### src/rtl/fifo_pkg.sv
// Shared definitions for the asynchronous FIFO read-side logic:
// default word width and skid-buffer occupancy encoding.
package fifo_pkg;

  localparam int unsigned DATA_W = 16;

  typedef enum logic [1:0] {
    OCC_0 = 2'd0,
    OCC_1 = 2'd1,
    OCC_2 = 2'd2
  } occ_e;

  function automatic logic [2:0] occ_count(input occ_e occ);
    return {1'b0, logic'(occ[1]), logic'(occ[0])};
  endfunction

endpackage

### src/rtl/fifo_rd_stream_if.sv
// FIFO read port plus downstream valid/ready stream, bundled for fifo_rd_stream.
// master = drain engine side, slave = FIFO/downstream environment side.
interface fifo_rd_stream_if
  import fifo_pkg::*;
#(
  parameter int unsigned DATA_W = fifo_pkg::DATA_W
) ();

  logic              fifo_empty;
  logic              fifo_rd_en;
  logic [DATA_W-1:0] fifo_rd_data;
  logic              m_valid;
  logic              m_ready;
  logic [DATA_W-1:0] m_data;

  modport master (
    input  fifo_empty, fifo_rd_data, m_ready,
    output fifo_rd_en, m_valid, m_data
  );

  modport slave (
    output fifo_empty, fifo_rd_data, m_ready,
    input  fifo_rd_en, m_valid, m_data
  );

endinterface

### src/rtl/rd_skid_buf.sv
// Two-entry skid buffer: head presents the current word, tail catches the
// word still arriving from the FIFO while downstream is stalled.
module rd_skid_buf
  import fifo_pkg::*;
#(
  parameter int unsigned DATA_W = fifo_pkg::DATA_W
) (
  input  logic              i_clk,
  input  logic              i_rst_n,
  input  logic              i_push,
  input  logic [DATA_W-1:0] i_data,
  input  logic              i_pop,
  output occ_e              o_occ,
  output logic [DATA_W-1:0] o_head
);

  occ_e              r_occ;
  logic [DATA_W-1:0] r_head;
  logic [DATA_W-1:0] r_tail;

  always_ff @(posedge i_clk or negedge i_rst_n) begin
    if (!i_rst_n) begin
      r_occ  <= OCC_0;
      r_head <= '0;
      r_tail <= '0;
    end else begin
      case (r_occ)
        OCC_0: begin
          if (i_push) begin
            r_head <= i_data;
            r_occ  <= OCC_1;
          end
        end
        OCC_1: begin
          if (i_push && i_pop) begin
            r_head <= i_data;
          end else if (i_push) begin
            r_tail <= i_data;
            r_occ  <= OCC_2;
          end else if (i_pop) begin
            r_occ  <= OCC_0;
          end
        end
        // Credit logic upstream guarantees no push while full.
        OCC_2: begin
          if (i_pop) begin
            r_head <= r_tail;
            r_occ  <= OCC_1;
          end
        end
        default: r_occ <= OCC_0;
      endcase
    end
  end

  assign o_occ  = r_occ;
  assign o_head = r_head;

endmodule

### src/rtl/fifo_rd_stream.sv
// Read-domain drain engine: pops the FIFO and re-presents words as a
// valid/ready stream at full rate. Define RD_WCOUNT_EN for rd_word_cnt.
module fifo_rd_stream
  import fifo_pkg::*;
#(
  parameter int unsigned DATA_W = fifo_pkg::DATA_W
) (
  input  logic              rd_clk,
  input  logic              rd_rst_n,
  fifo_rd_stream_if.master  bus
`ifdef RD_WCOUNT_EN
  ,
  output logic [15:0]       rd_word_cnt
`endif
);

  occ_e              w_occ;
  logic [DATA_W-1:0] w_head;
  logic              w_valid;
  logic              w_pop;
  logic              w_rd_en;
  logic [2:0]        w_credit_used;
  logic              r_inflight;

  assign w_valid = (w_occ != OCC_0);
  assign w_pop   = w_valid & bus.m_ready;

  // Slots committed after this edge: buffered + arriving - leaving.
  // pop implies occ >= 1, so this never underflows.
  assign w_credit_used = occ_count(w_occ) + {2'b00, r_inflight} - {2'b00, w_pop};
  assign w_rd_en       = rd_rst_n & ~bus.fifo_empty & (w_credit_used < 3'd2);

  always_ff @(posedge rd_clk or negedge rd_rst_n) begin
    if (!rd_rst_n) begin
      r_inflight <= 1'b0;
    end else begin
      r_inflight <= w_rd_en;
    end
  end

  rd_skid_buf #(
    .DATA_W (DATA_W)
  ) u_skid (
    .i_clk   (rd_clk),
    .i_rst_n (rd_rst_n),
    .i_push  (r_inflight),
    .i_data  (bus.fifo_rd_data),
    .i_pop   (w_pop),
    .o_occ   (w_occ),
    .o_head  (w_head)
  );

  assign bus.fifo_rd_en = w_rd_en;
  assign bus.m_valid    = w_valid;
  assign bus.m_data     = w_head;

`ifdef RD_WCOUNT_EN
  logic [15:0] r_word_cnt;

  always_ff @(posedge rd_clk or negedge rd_rst_n) begin
    if (!rd_rst_n) begin
      r_word_cnt <= '0;
    end else if (w_pop) begin
      r_word_cnt <= r_word_cnt + 16'd1;
    end
  end

  assign rd_word_cnt = r_word_cnt;
`endif

endmodule

### src/flat_wrapper.sv
// flat-port wrapper written by rule: the top's interface ports become plain ports
module fifo_rd_stream_flat import fifo_pkg::*;
#(
  parameter int unsigned DATA_W = fifo_pkg::DATA_W
)
  (rd_clk, rd_rst_n, bus_fifo_empty, bus_fifo_rd_data, bus_m_ready, bus_fifo_rd_en, bus_m_valid, bus_m_data);
  fifo_rd_stream_if #(.DATA_W(DATA_W)) bus_i ();
  input  logic rd_clk;
  input  logic rd_rst_n;
  input wire logic [$bits(bus_i.fifo_empty)-1:0] bus_fifo_empty;
  input wire logic [$bits(bus_i.fifo_rd_data)-1:0] bus_fifo_rd_data;
  input wire logic [$bits(bus_i.m_ready)-1:0] bus_m_ready;
  output wire logic [$bits(bus_i.fifo_rd_en)-1:0] bus_fifo_rd_en;
  output wire logic [$bits(bus_i.m_valid)-1:0] bus_m_valid;
  output wire logic [$bits(bus_i.m_data)-1:0] bus_m_data;
  assign bus_i.fifo_empty = bus_fifo_empty;
  assign bus_i.fifo_rd_data = bus_fifo_rd_data;
  assign bus_i.m_ready = bus_m_ready;
  assign bus_fifo_rd_en = bus_i.fifo_rd_en;
  assign bus_m_valid = bus_i.m_valid;
  assign bus_m_data = bus_i.m_data;
  fifo_rd_stream #(.DATA_W(DATA_W)) u_core (.rd_clk(rd_clk), .rd_rst_n(rd_rst_n), .bus(bus_i));
endmodule
### config.mk
export PLATFORM = sky130hd
export DESIGN_NAME = fifo_rd_stream_flat
export DESIGN_NICKNAME = d
export VERILOG_FILES = /design/src/rtl/fifo_pkg.sv /design/src/rtl/fifo_rd_stream_if.sv /design/src/rtl/rd_skid_buf.sv /design/src/rtl/fifo_rd_stream.sv /design/src/flat_wrapper.sv
export SDC_FILE = /design/constraint.sdc
export NUM_CORES = 1
export LEC_CHECK = 0
export ABC_AREA = 1
export CAP_MARGIN = 20
export CELL_PAD_IN_SITES_DETAIL_PLACEMENT = 1
export CELL_PAD_IN_SITES_GLOBAL_PLACEMENT = 2
export CORE_MARGIN = 1
export CORE_UTILIZATION = 28
export CTS_CLUSTER_SIZE = 14
export DETAILED_ROUTE_END_ITERATION = 10
export PLACE_DENSITY_LB_ADDON = 0.1
export SYNTH_ARGS = -nofsm -noshare
export SYNTH_HDL_FRONTEND = slang
export SYNTH_SLANG_ARGS = --single-unit
### constraint.sdc
create_clock -name rd_clk -period 2.6 [get_ports rd_clk]
set_input_delay 0.52 -clock rd_clk [delete_from_list [all_inputs] [get_ports rd_clk]]
set_output_delay 0.52 -clock rd_clk [all_outputs]
set_load 0.01 [all_outputs]
Yosys cells after proc, flatten, opt, wreduce, memory -nomap -nowiden
Index checks and enable logic that the tools add are counted.
Word-level totals
  flip-flop bits (word level): 35
  input bits: 20
  output and inout port bits: 18
  logic and storage cells: 36
Operators by class
  add/subtract/negate cells: 2
  $lt $le $gt $ge: 1
  eq/ne operators: 7
  mux-type cells: 10
  bitwise gates (word level): 5
  reductions and logical operators: 7
Operators by type and width (number)
  2-to-1 mux 16 bit: 3
  case mux 16 bit (3 select lines): 1
  2-to-1 mux 2 bit: 5
  AND reduction 4 bit: 2
  inequality test 2 bit (second input constant): 3
  case mux 2 bit (3 select lines): 1
  adder 2 x 1 -> 3 bit: 1
  bitwise AND 1 bit: 3
  less-than comparator 3 x 2 -> 1 bit (second input constant): 1
  inequality test 3 x 2 -> 1 bit (second input constant): 1
  AND reduction 3 bit: 1
  nonzero test 3 bit: 1
  subtractor 3 x 1 -> 3 bit: 1
  equality test 2 x 1 -> 1 bit (second input constant): 1
  equality test 2 bit (second input constant): 1
  logical NOT 2 bit: 1
  inequality test 2 x 1 -> 1 bit (second input constant): 1
  inverter 1 bit: 2
  nonzero test 2 bit: 1
  logical AND 1 bit: 1

Logic depth before layout (Yosys ltp)
  word-level depth: 6
  mapped depth: 9
  gate-level depth less buffers: 9

Cells and area by module
Synthesis repeated with hierarchy kept, for this count alone.
Unflattened totals
  cell total of the unflattened synthesis: 225
  area, all modules: 1971.9 um2
By module, submodules not included
  rd_skid_buf: times used 1, cells each 209, area an instance 1853.0 um2, sequential area each 850.8 um2
  fifo_rd_stream: times used 1, cells each 16, area an instance 118.9 um2, sequential area each 25.0 um2

Least setup slack after synthesis
Ideal clock, no wire load.
  path kind: reg2out
  start: register u_core.u_skid.r_occ[0] (netlist: u_core.u_skid.o_occ[0])
  end: output port bus_fifo_rd_en
  data arrival time: 1.849 ns
  required time: 2.080 ns
  slack: 0.231 ns
  cell stages (with the launch flop): 9
  buffers on the path: 0
  path through: dfrtp_1 > inv_2 > nand2_1 > nand3_1 > nand2_1 > nand2_1 > fa_1 > nand2_1 > nor3_1
Between the ends
  longest elaborated chain between the ends: 5
  elaborated cells between the ends (all ways): 6
  classes of those cells: add/sub (2); order compare (1); bitwise (2); reduce/logical (1)
Ends and longest elaborated chain
  from (decl): line rd_skid_buf.sv:17  | occ_e r_occ;
  from (signal assigned): line rd_skid_buf.sv:23  | r_occ <= OCC_0;
  from (signal assigned): line rd_skid_buf.sv:31  | r_occ <= OCC_1;
  from (signal assigned): line rd_skid_buf.sv:39  | r_occ <= OCC_2;
  nonzero test 2 bit: line fifo_rd_stream.sv:25  | assign w_valid = (w_occ != OCC_0);
  net bus_m_valid: line flat_wrapper.sv:14  | output wire logic [$bits(bus_i.m_valid)-1:0] bus_m_valid;
  bitwise AND 1 bit: line fifo_rd_stream.sv:26  | assign w_pop = w_valid & bus.m_ready;
  subtractor 3 x 1 -> 3 bit: line fifo_rd_stream.sv:30  | assign w_credit_used = occ_count(w_occ) + {2'b00, r_inflight} - {2'b00, w_pop};
  less-than comparator 3 x 2 -> 1 bit: line fifo_rd_stream.sv:31  | assign w_rd_en = rd_rst_n & ~bus.fifo_empty & (w_credit_used < 3'd2);
  bitwise AND 1 bit: line fifo_rd_stream.sv:31
  to (decl): line flat_wrapper.sv:13  | output wire logic [$bits(bus_i.fifo_rd_en)-1:0] bus_fifo_rd_en;
The timed path passes the listed nets, and every way through them passes these cells.

Worst setup path after layout
  start: input port bus_m_ready
  end: output port bus_fifo_rd_en
Between the ends
  longest elaborated chain between the ends: 4
Ends and longest elaborated chain
  from (decl): line flat_wrapper.sv:12  | input wire logic [$bits(bus_i.m_ready)-1:0] bus_m_ready;
  bitwise AND 1 bit: line fifo_rd_stream.sv:26
  subtractor 3 x 1 -> 3 bit: line fifo_rd_stream.sv:30
  less-than comparator 3 x 2 -> 1 bit: line fifo_rd_stream.sv:31
  bitwise AND 1 bit: line fifo_rd_stream.sv:31
No other way between the ends.

==> results.yml <==
power_and_ir_drop:
  leakage_uw: 0.00123
  sw_frac_of_total_pct: 38.5
  p_per_area_mw_per_mm2: 1100
  p_clk_share_pct: 15.7
  switching_power_uw: 980
  p_int_uw: 1570
  combPwrFrac_pct: 46.8
  pwr-share-seq_pct: 37.4
  ir_drop_mv: 0.375
sta:
  worstMarginPinSlew_ps: 587
  relSlewSlack_pct: 60.8
  hold_slack_ps: 493
  timing.fmax_mhz: 402
  hold_viol: 0
  fin_skew_ps: 6.55
  setup_viol: 0
  period_needed_ps: 2490
  post-route-period-util_pct: 95.7
  drv_slew: 0
  rsz0062_at_grt: "true"
finish:
  nets: 288
  final_cells: 339
  fill_cells: 725
  final_cell_area_sq_mm: 0.00232
  regArea_sq_um: 876
  final_cell_mix: "nand2_1, nand3_1, clkdlybuf4s50_1, dfrtp_1, inv_1"
  drive_above_1_share_pct: 14.2
  area_growth_pct: 36.8
  antennaDiodeCount: 0
  multi_input_area_sq_um: 717
  layout_commonest_cell: "nand2_1"
clock_network:
  root_buffer: "clkbuf_8"
  cts_tree: "yes"
  cts.clk_slew.worst_paths_ps: 70
  clockBufferDepth: 2
  clk_latency_ps: 280
  cts_buffers: 5
  cts_sinks: 35
  htreeDepth: 2
setup_path:
  endpoint_kind: "output pin"
  critPathMaxFanout: 3
  crit_arrival_ps: 1970
  path_class: "in2out"
  cp.required_ps: 2080
  startpoint_type: "input pin"
logic_synthesis:
  synth_area_sq_mm: 0.00170
  ys_ff_latch: 35
  syn-num-nets: 239
  syn-instance-count: 218
  ys_seq_area_share_pct: 51.6
  ys_types: 18
  syn-mean-instance-area_sq_um: 7.79
  yosys_warnings: 0
job:
  drv_cap: 0
floorplan:
  initial_utilization_pct: 29.9
  die_h_um: 79.9
  die_w_um: 79.9
  core_sq_mm: 0.00568
  dieArea_sq_mm: 0.00638
  rows: 27
  io_pins: 38
run_status:
  run_status: "completed"
routing:
  vias: 1534
  drt_first_pass_iters: 4
  wirelength_mm: 4.64
  first_iter_violations: 46
  postRouteAntennaNets: 0
  via_per_inst: 4.53
  drc: 0
  routedWlPerCell_um: 13.7
placed_design:
  port_buffers: 37
  placed_area_sq_mm: 0.00219
  hpwl_mm: 3.06
  dp_cells: 329
  gp_congestion: 0.738
global_route:
  grt_pass1_vias: 1554
  grt.total_usage_pct: 16.3
  globalRouteOverflowTotal: 0
  grt_pass1_wl_mm: 7.73
  grt_max_degree: 36
  antenna_found_initial: 0
min_path:
  min_path_type: "reg2reg"
-- layer usage --
metal | wire length, um | global-route usage, % | up-vias
met2 | 2240 | 26.6 | 31
met3 | 164 | 4.46 | 4
li1 | - | - | 781
met4 | 51 | 5.00 | 0
met5 | 0 | 0 | -
met1 | 2190 | 20.9 | 718
-- cell usage after synthesis --
master,instances,area [sq um]
buf_2,7,35.0
inv_1,19,71.3
fa_1,1,20.0
nor3_1,1,5.00
inv_2,3,11.3
o21ai_1,16,80.1
nand2_1,90,338
buf_6,1,11.3
nor2_2,1,6.26
nor2_4,1,11.3
nand3_1,36,180
nand4_2,1,12.5
nand2_2,2,12.5
clkbuf_1,1,3.75
a21oi_1,1,5.00
dfrtp_1,35,876
xor2_1,1,8.76
nand3_2,1,10.0
-- timing repair --
| item | 4_1_cts | 5_1_grt |
|---|---|---|
| pin swaps | 1 | 5 |
| resized for setup | 7 | 6 |
| hold buffers | 0 | 0 |
| cloned | 0 | 0 |
| setup endpoints to repair | 1 | 1 |
| setup buffers | 1 | 2 |
-- flip-flops by register name, summed over array words and instances (netlist names) --
register,count
u_core.r_inflight,1
u_core.u_skid.o_occ,2
u_core.u_skid.o_head,16
u_core.u_skid.r_tail,16
-- power by group through the flow --
stage	Sequential, uW	Combinational (uW)	Clock (uW)
finish	953	1190	401
global route	989	1340	450
CTS	958	1180	422
detailed placement	969	1160	0
global placement	960	1140	0
floorplan	1010	587	0
-- worst paths after layout --
check	endpoint	cells after the start	slack (ps)	start
hold reg to reg	u_core.u_skid.r_tail[13]$_DFFE_PN0P_	2	490	u_core.u_skid.r_tail[13]$_DFFE_PN0P_
min in group asynchronous	u_core.u_skid.o_occ[0]$_DFFE_PN0P_	2	710	rd_rst_n
hold / removal	u_core.u_skid.r_tail[13]$_DFFE_PN0P_	2	490	u_core.u_skid.r_tail[13]$_DFFE_PN0P_
setup reg to reg	u_core.r_inflight$_DFF_PN0_	12	710	u_core.u_skid.o_occ[0]$_DFFE_PN0P_
max in group asynchronous	u_core.u_skid.o_head[4]$_DFFE_PN0P_	2	1560	rd_rst_n
setup / recovery	bus_fifo_rd_en	9	110	bus_m_ready
-- logic make-up (layout without fill, tap and decap cells) --
logic type,Yosys count,after routing,share of synthesized area (%)
simple gates,133,133,33.9
buf+inv,31,80,7.81
flops,35,35,51.6
fa+ha+maj,1,1,1.18
compound gates,17,17,5.01
xor+xnor,1,1,0.516
-- area by class of cell --
cell class,instances,area share [%]
timing repair buffer,51,20.2
sequential,35,37.7
multi-input combinational,152,30.9
inverter,22,3.56
clock buffer,6,3.56
clock inverter,1,0.216
tap,72,3.88
-- critical path, cell delays in order --
cell and delay (ps):
dlygate4sd2_1 270, nand2_2 80, nand2_2 50, nand2_2 70, nand2_2 50, fa_1 530, nand2_1 60, nor3_2 180
buf_2 160
-- per-stage QoR --
stage               power (uW)  util [%]  setup slack, ps  setup TNS (ps)
finish                    2550      40.9              112               0
global route              2780      40.9            -16.1           -16.1
CTS                       2560      40.3             37.6               0
detailed placement        2130      38.6             -610            -610
global placement          2100      38.6             -555            -555
floorplan                 1590         -              231               0
Note: power is estimated with default switching activity, not from simulation.
